### src/rtl/ultrasonic_pkg.sv
`default_nettype none
// ============================================================================
// Module  : ultrasonic_pkg
// Brief   : State encodings and 50 MHz timing defaults for the ultrasonic
//           ranging initiator.
// Rev     : 1.0
// ============================================================================
package ultrasonic_pkg;

    localparam logic [2:0] c_IDLE      = 3'd0;
    localparam logic [2:0] c_TRIG      = 3'd1;
    localparam logic [2:0] c_WAIT_RISE = 3'd2;
    localparam logic [2:0] c_ECHO_HIGH = 3'd3;
    localparam logic [2:0] c_HOLDOFF   = 3'd4;

    localparam int unsigned c_DEF_TRIG_CYCLES    = 500;
    localparam int unsigned c_DEF_TIMEOUT_CYCLES = 1_500_000;
    localparam int unsigned c_DEF_PERIOD_CYCLES  = 3_000_000;
    localparam int unsigned c_DEF_CNT_W          = 22;

endpackage
`default_nettype wire

### src/rtl/echo_sync.sv
`default_nettype none
// ============================================================================
// Module  : echo_sync
// Brief   : Two-flop synchronizer with registered rise/fall strobes. Defining
//           ECHO_GLITCH_FILTER_EN inserts a 3-sample majority filter.
// Rev     : 1.0
// ============================================================================
module echo_sync (
    input  logic clk,
    input  logic rst_n,
    input  logic async_in,
    output logic rise,
    output logic fall
);

    logic r_meta;
    logic r_sync;
    logic r_dly;
    logic r_rise;
    logic r_fall;
    logic w_level;

    always_ff @(posedge clk or negedge rst_n) begin
        if (!rst_n) begin
            r_meta <= 1'b0;
            r_sync <= 1'b0;
        end else begin
            r_meta <= async_in;
            r_sync <= r_meta;
        end
    end

`ifdef ECHO_GLITCH_FILTER_EN
    logic r_h1;
    logic r_h2;
    logic r_filt;

    // Majority of the current and two previous samples kills 1-cycle pulses.
    always_ff @(posedge clk or negedge rst_n) begin
        if (!rst_n) begin
            r_h1   <= 1'b0;
            r_h2   <= 1'b0;
            r_filt <= 1'b0;
        end else begin
            r_h1   <= r_sync;
            r_h2   <= r_h1;
            r_filt <= (r_sync & r_h1) | (r_sync & r_h2) | (r_h1 & r_h2);
        end
    end

    assign w_level = r_filt;
`else
    assign w_level = r_sync;
`endif

    always_ff @(posedge clk or negedge rst_n) begin
        if (!rst_n) begin
            r_dly  <= 1'b0;
            r_rise <= 1'b0;
            r_fall <= 1'b0;
        end else begin
            r_dly  <= w_level;
            r_rise <= w_level & ~r_dly;
            r_fall <= ~w_level & r_dly;
        end
    end

    assign rise = r_rise;
    assign fall = r_fall;

endmodule
`default_nettype wire

### src/rtl/ultrasonic_trigger.sv
`default_nettype none
// ============================================================================
// Module  : ultrasonic_trigger
// Brief   : Ultrasonic sensor initiator: trigger pulse, echo gate, timeout and
//           repetition holdoff. Optional echo filter: ECHO_GLITCH_FILTER_EN.
// Rev     : 1.0
// ============================================================================
module ultrasonic_trigger
    import ultrasonic_pkg::*;
#(
    parameter int unsigned TRIG_CYCLES    = c_DEF_TRIG_CYCLES,
    parameter int unsigned TIMEOUT_CYCLES = c_DEF_TIMEOUT_CYCLES,
    parameter int unsigned PERIOD_CYCLES  = c_DEF_PERIOD_CYCLES,
    parameter int unsigned CNT_W          = c_DEF_CNT_W
) (
    input  logic clk,
    input  logic rst_n,
    input  logic start,
    input  logic auto_en,
    input  logic echo,
    output logic trig,
    output logic measuring,
    output logic busy,
    output logic cycle_done,
    output logic timeout
);

    localparam logic [CNT_W-1:0] c_TRIG_LAST = CNT_W'(TRIG_CYCLES - 1);
    localparam logic [CNT_W-1:0] c_TO_LAST   = CNT_W'(TIMEOUT_CYCLES - 1);
    localparam logic [CNT_W-1:0] c_PER_LAST  = CNT_W'(PERIOD_CYCLES - 1);

    logic [2:0]       r_state;
    logic [CNT_W-1:0] r_elapsed;
    logic             r_trig;
    logic             r_measuring;
    logic             r_busy;
    logic             r_cycle_done;
    logic             r_timeout;
    logic             w_rise;
    logic             w_fall;

    echo_sync u_echo_sync (
        .clk      (clk),
        .rst_n    (rst_n),
        .async_in (echo),
        .rise     (w_rise),
        .fall     (w_fall)
    );

    always_ff @(posedge clk or negedge rst_n) begin
        if (!rst_n) begin
            r_state      <= c_IDLE;
            r_elapsed    <= '0;
            r_trig       <= 1'b0;
            r_measuring  <= 1'b0;
            r_busy       <= 1'b0;
            r_cycle_done <= 1'b0;
            r_timeout    <= 1'b0;
        end else begin
            r_cycle_done <= 1'b0;
            r_timeout    <= 1'b0;
            if (r_elapsed != '1) begin
                r_elapsed <= r_elapsed + 1'b1;
            end

            case (r_state)
                c_IDLE: begin
                    if (start || auto_en) begin
                        r_state   <= c_TRIG;
                        r_elapsed <= '0;
                        r_trig    <= 1'b1;
                        r_busy    <= 1'b1;
                    end
                end
                c_TRIG: begin
                    if (r_elapsed == c_TRIG_LAST) begin
                        r_state <= c_WAIT_RISE;
                        r_trig  <= 1'b0;
                    end
                end
                c_WAIT_RISE: begin
                    if (r_elapsed == c_TO_LAST) begin
                        r_state   <= c_HOLDOFF;
                        r_timeout <= 1'b1;
                    end else if (w_rise) begin
                        r_state     <= c_ECHO_HIGH;
                        r_measuring <= 1'b1;
                    end
                end
                c_ECHO_HIGH: begin
                    // Timeout is checked first so it wins over a coincident fall.
                    if (r_elapsed == c_TO_LAST) begin
                        r_state     <= c_HOLDOFF;
                        r_measuring <= 1'b0;
                        r_timeout   <= 1'b1;
                    end else if (w_fall) begin
                        r_state      <= c_HOLDOFF;
                        r_measuring  <= 1'b0;
                        r_cycle_done <= 1'b1;
                    end
                end
                c_HOLDOFF: begin
                    if (r_elapsed == c_PER_LAST) begin
                        if (auto_en) begin
                            r_state   <= c_TRIG;
                            r_elapsed <= '0;
                            r_trig    <= 1'b1;
                        end else begin
                            r_state <= c_IDLE;
                            r_busy  <= 1'b0;
                        end
                    end
                end
                default: begin
                    r_state     <= c_IDLE;
                    r_trig      <= 1'b0;
                    r_measuring <= 1'b0;
                    r_busy      <= 1'b0;
                end
            endcase
        end
    end

    assign trig       = r_trig;
    assign measuring  = r_measuring;
    assign busy       = r_busy;
    assign cycle_done = r_cycle_done;
    assign timeout    = r_timeout;

endmodule
`default_nettype wire

### config.mk
export PLATFORM = sky130hd
export DESIGN_NAME = ultrasonic_trigger
export DESIGN_NICKNAME = d
export VERILOG_FILES = /design/src/rtl/ultrasonic_pkg.sv /design/src/rtl/echo_sync.sv /design/src/rtl/ultrasonic_trigger.sv
export SDC_FILE = /design/constraint.sdc
export NUM_CORES = 1
export LEC_CHECK = 0
export BUFFER_PORTS_ARGS = -buffer_cell sky130_fd_sc_hd__buf_4
export CORE_MARGIN = 2
export CORE_UTILIZATION = 35
export DETAILED_ROUTE_END_ITERATION = 6
export PLACE_DENSITY = 0.59
export SLEW_MARGIN = 20
export SYNTH_ARGS = -nofsm -noshare
export SYNTH_HDL_FRONTEND = slang
export SYNTH_SLANG_ARGS = --single-unit
### constraint.sdc
create_clock -name clk -period 3.9 [get_ports clk]
set_input_delay 0.78 -clock clk [delete_from_list [all_inputs] [get_ports clk]]
set_output_delay 0.78 -clock clk [all_outputs]
set_load 0.01 [all_outputs]
### Yosys cells after proc, flatten, opt, wreduce, memory -nomap -nowiden

Cells that the tools add are included.

| word-level totals | value |
|---|---|
| input bits | 5 |
| output and inout port bits | 5 |
| word-level logic and storage cells | 78 |
| flip-flop bits (word level) | 35 |

| cells by class | value |
|---|---|
| bitwise logic cells | 7 |
| eq/ne operators | 17 |
| add/subtract/negate cells | 1 |
| reductions and logical operators | 9 |
| mux-type cells | 32 |

Operator list:

| operator | count |
|---|---|
| 2-to-1 mux 22 bit | 4 |
| one-hot mux 22 bit (2 select lines) | 1 |
| adder 22 x 1 -> 22 bit, second input constant | 1 |
| equality test 22 x 21 -> 1 bit, second input constant | 1 |
| equality test 22 bit, second input constant | 1 |
| equality test 22 x 9 -> 1 bit, second input constant | 1 |
| inequality test 22 bit, second input constant | 1 |
| 2-to-1 mux 3 bit | 7 |
| 2-to-1 mux 1 bit | 16 |
| one-hot mux 3 bit (5 select lines) | 1 |
| inequality test 2 bit, second input constant | 6 |
| AND reduction 5 bit | 2 |
| AND reduction 4 bit | 2 |
| equality test 3 x 2 -> 1 bit, second input constant | 2 |
| inequality test 3 x 2 -> 1 bit, second input constant | 2 |
| one-hot mux 1 bit (3 select lines) | 2 |
| OR reduction 3 bit | 2 |
| inverter 1 bit | 5 |
| one-hot mux 1 bit (4 select lines) | 1 |
| equality test 3 x 1 -> 1 bit, second input constant | 1 |
| equality test 3 bit, second input constant | 1 |
| logical NOT 3 bit | 1 |
| AND 1 bit | 2 |
| inequality test 2 x 1 -> 1 bit, second input constant | 1 |
| other kinds (2) | 2 |

### Depth between registers and ports, before layout

| depth | value |
|---|---|
| depth in word-level cells | 5 |
| gate-level depth with buffers | 7 |
| gate-level depth less buffers | 6 |

### Modules after synthesis

Synthesis repeated with hierarchy kept, for this count alone.

| second synthesis, totals | value |
|---|---|
| cells, all modules | 196 |
| area total of the unflattened synthesis | 1856.8 µm² |

By module, submodules not included:

| module | sequential area each (µm²) | times used | cells an instance | area each (µm²) |
|---|---|---|---|---|
| ultrasonic_trigger | 750.7 | 1 | 189 | 1716.6 |
| echo_sync | 125.1 | 1 | 7 | 140.1 |

### Least setup slack after synthesis

No wires, ideal clock.

| path | value |
|---|---|
| path type | register to register |
| start point | reg r_elapsed[0] |
| end point | reg r_elapsed[4] |
| required time | 3771 ps |
| setup slack | 1889 ps |
| data arrival time | 1882 ps |
| buffers on the path | 1 |
| clock period less this slack | 2011 ps |
| cell stages (with the launch flop) | 8 |
| library setup time | 129 ps |
| path through | dfrtp_1 -> ha_1 -> and3_2 -> nand4_1 -> or4_4 -> o22ai_4 -> buf_6 -> a211oi_1 |

| on the way | value |
|---|---|
| cells in the longest elaborated chain, start to end | 5 |
| elaborated cells between the ends (all ways) | 8 |
| classes of those cells | add/sub: 1; eq/ne: 2; mux: 5 |

Ends and longest elaborated chain:

| item | line | RTL |
|---|---|---|
| start, declared | ultrasonic_trigger.sv:33 | `logic [CNT_W-1:0] r_elapsed;` |
| start signal, assigned | ultrasonic_trigger.sv:63 | `r_elapsed <= r_elapsed + 1'b1;` |
| adder 22 x 1 -> 22 bit or inequality test 22 bit (tied branches) | ultrasonic_trigger.sv:63, ultrasonic_trigger.sv:62 |  |
| 2-to-1 mux 22 bit | ultrasonic_trigger.sv:62 | `if (r_elapsed != '1) begin` |
| 2-to-1 mux 22 bit | ultrasonic_trigger.sv:104 | `if (auto_en) begin` |
| 2-to-1 mux 22 bit | ultrasonic_trigger.sv:103 | `if (r_elapsed == c_PER_LAST) begin` |
| one-hot mux 22 bit (2 select lines) * | ultrasonic_trigger.sv:66 | `case (r_state)` |

Every way passes the cells marked *; elsewhere a longest branch is shown, timed or not.
A chain may end at the register's enable or synchronous reset.

### Worst setup path in the final report

| path | value |
|---|---|
| start point | reg r_elapsed[0] |
| end point | reg r_elapsed[16] |

The elaborated chain is that of the path after synthesis.

==> impl_metrics.tcl <==
set metrics [dict create \
    status "finished, final reports clean" \
    holdBufCountCts 0 \
    wire_per_inst_um 14.5 \
    hold_viol_final 0 \
    diodes 0 \
    port_buffers 9 \
    setup_violations 0 \
    avgSynthCellArea_um2 9.20 \
    core-area_um2 5470 \
    synth_nets 220 \
    intPower_w 0.000491 \
    slowest_delay_ns 0.59 \
    post_cts_resized 0 \
    place_inst 286 \
    worst_path_max_delay_cell "or4_4" \
    grt_max_degree 36 \
    worstSetupEndpointType "flop" \
    pwr-share-clk 0.402 \
    tightest_slew_ns 0.914 \
    io_pins 10 \
    drt_iter0_drc 148 \
    cts.clk_slew.worst_paths_ns 0.07 \
    path_class "flop to flop" \
    clkSinkCount 35 \
    comb_power_share 0.020 \
    ant_nets 0 \
    nets 227 \
    insertion_delay_ns 0.29 \
    numCtsBuffers 5 \
    fp.dieH_um 79.0 \
    cap_violations 0 \
    top_register "r_elapsed" \
    final_area_um2 2150 \
    die_x_um 79.0 \
    syn_inst 214 \
    powerDensity_nw_per_um2 295 \
    instances_no_fill 294 \
    area.growth.synth_to_final_pct 9.40 \
    cts_tree "built" \
    ys_warn_count 0 \
    min_path_type "flop to flop" \
    drive_gt1_frac 0.140 \
    finalCritPeriodShare 0.617 \
    synth_edf_count 0 \
    first_pass_iters 4 \
    routabilityCongestion 0.900 \
    max_slew_margin 0.388 \
    synth_cell_types 45 \
    reg.largest.list "r_elapsed (22), r_state (3)" \
    post-dp-hpwl_um 2930 \
    syn_area_um2 1970 \
    clockRootBuffer "clkbuf_8" \
    p_sw_w 0.000143 \
    row_count 27 \
    ys.flop_type "dfrtp_1" \
    htreeDepth 2 \
    vdd_drop_max_uv 114 \
    vias 1597 \
    drc 0 \
    grt_overflow 0 \
    dpl_cell_area_um2 2070 \
    grt_pass1_wl_um 7360 \
    track_usage 0.149 \
    slew_viol_final 0 \
    fin_setup_tns_ns 0 \
    sw_frac_of_total 0.226 \
    crit_path_max_fanout 23 \
    leakage_nw 0.914 \
    async_reset_ff_frac 1.00 \
    largest_register_ffs 22 \
    synth-seq-cells 35 \
    fillCellCount 578 \
    seqPwrFrac 0.578 \
    cp_data_arrival_time_ns 2.55 \
    required_ns 4.05 \
    path_cells "ha_1, and3_2, nand4_1, or4_4, o22ai_4, nor3_1" \
    viasPerCell 5.43 \
    yosysSeqAreaShare 0.445 \
    wirelength_um 4270 \
    antenna_found_initial 0 \
    start_kind "flop" \
    fin_crit_ns 2.41 \
    fin_worst_skew_ns 0.00671 \
    r2r_slack_ns 1.49 \
    grt_pass1_vias 1476 \
    max_freq_mhz 416 \
    initial_core_util 0.360 \
    rsz0062_at_grt "no" \
    post_cts_buffers 0 \
    die_area_um2 6240 \
    clk_path_buf_depth 2 \
]
[layer usage]
| layer | track usage | vias up | wire length (µm) |
|---|---|---|---|
| li1 | - | 795 | - |
| met1 | 0.215 | 767 | 2150 |
| met2 | 0.221 | 29 | 1900 |
| met3 | 0.0341 | 6 | 153 |
| met4 | 0.0517 | 0 | 66 |
| met5 | 0 | - | 0 |
[stage by stage]
stage                     setup WS (ns)   util  hold slack [ns]  total power [W]
after floorplan                    1.89      -            0.331         0.000376
after global placement             1.52  0.378            0.334         0.000387
after detailed placement           1.47  0.378            0.347         0.000388
after CTS                          1.46  0.394            0.373         0.000646
after global routing               1.36  0.394            0.394         0.000665
final                              1.49  0.394            0.364         0.000635
[cell families (layout without fill, tap and decap cells)]
family / Yosys count / after routing / share of synthesized area
multiplexers: 2 / 2 / 0.0102
buffers and inverters: 12 / 20 / 0.0362
flip-flops: 35 / 35 / 0.445
AND/OR/NAND/NOR: 114 / 114 / 0.315
XOR/XNOR: 14 / 14 / 0.0623
AO/OA/AOI/OAI: 36 / 36 / 0.125
adder cells (fa/ha/maj): 1 / 1 / 0.00635
[synth_stat cells (all sizes together) (2+ instances only)]
master   n  share of area
a211oi   4          0.015
a21oi   10          0.025
a31oi    8          0.025
and2     3         0.0095
and3     4          0.013
buf      5          0.022
clkbuf   5          0.010
dfrtp   35           0.44
inv      2         0.0038
mux2i    2          0.010
nand2   18          0.034
nand2b   2         0.0064
nand3   15          0.038
nand3b   4          0.015
nand4    9          0.029
nor2    23          0.045
nor2b    6          0.019
nor3    11          0.033
nor3b    2         0.0076
nor4     5          0.016
o211ai   2         0.0076
o21ai    6          0.015
or3      5          0.017
or4      2         0.0095
xnor2   13          0.058
[area by class of cell]
class                           count  area (µm²)  share of cell area
Sequential cell                    35         876               0.407
Timing Repair Buffer               10        75.1              0.0348
Clock inverter                      3        15.0             0.00697
Tap cell                           72        90.1              0.0418
Multi-Input combinational cell    167        1020               0.474
Clock buffer                        5        68.8              0.0319
Inverter                            2        7.51             0.00348
[cells in the final DEF (no fill, tap or decap), types with 6 or more instances in the layout]
master / instances
dfrtp_1: 35
nor2_1: 22
nand2_1: 18
nand3_1: 15
xnor2_1: 13
a21oi_1: 10
buf_4: 10
nand4_1: 9
nor3_1: 9
a31oi_1: 8
o21ai_0: 6
nor2b_1: 6
[worst max-delay path: cells and delay by family, from the launching register on]
| family | cells | cell delay [ns] |
|---|---|---|
| DFF | 1 | 0.41 |
| and+or+nand+nor | 4 | 1.08 |
| adders and majority gates | 1 | 0.23 |
| AOI/OAI and AO/OA | 1 | 0.54 |
[path summary, 6_finish.rpt]
kind | from | endpoint | cells after the start
max | r_elapsed[0] | r_elapsed[16] | 6
min | u_echo_sync.r_meta | u_echo_sync.r_sync | 0
max reg2reg | r_elapsed[0] | r_elapsed[16] | 6
min reg2reg | u_echo_sync.r_meta | u_echo_sync.r_sync | 0
max in group asynchronous | rst_n | r_elapsed[10] | 1
min in group asynchronous | rst_n | u_echo_sync.r_meta | 1
[power groups by stage]
stage | logic (W) | registers, W | clock network [W]
3_5_place_dp | 0.0000137 | 0.000374 | 0
3_3_place_gp | 0.0000135 | 0.000374 | 0
6_report | 0.0000129 | 0.000367 | 0.000255
4_1_cts | 0.0000137 | 0.000367 | 0.000265
5_1_grt | 0.0000150 | 0.000367 | 0.000283
2_1_floorplan | 0.00000213 | 0.000373 | 0
No activity file was read; power rests on OpenSTA's default activity.
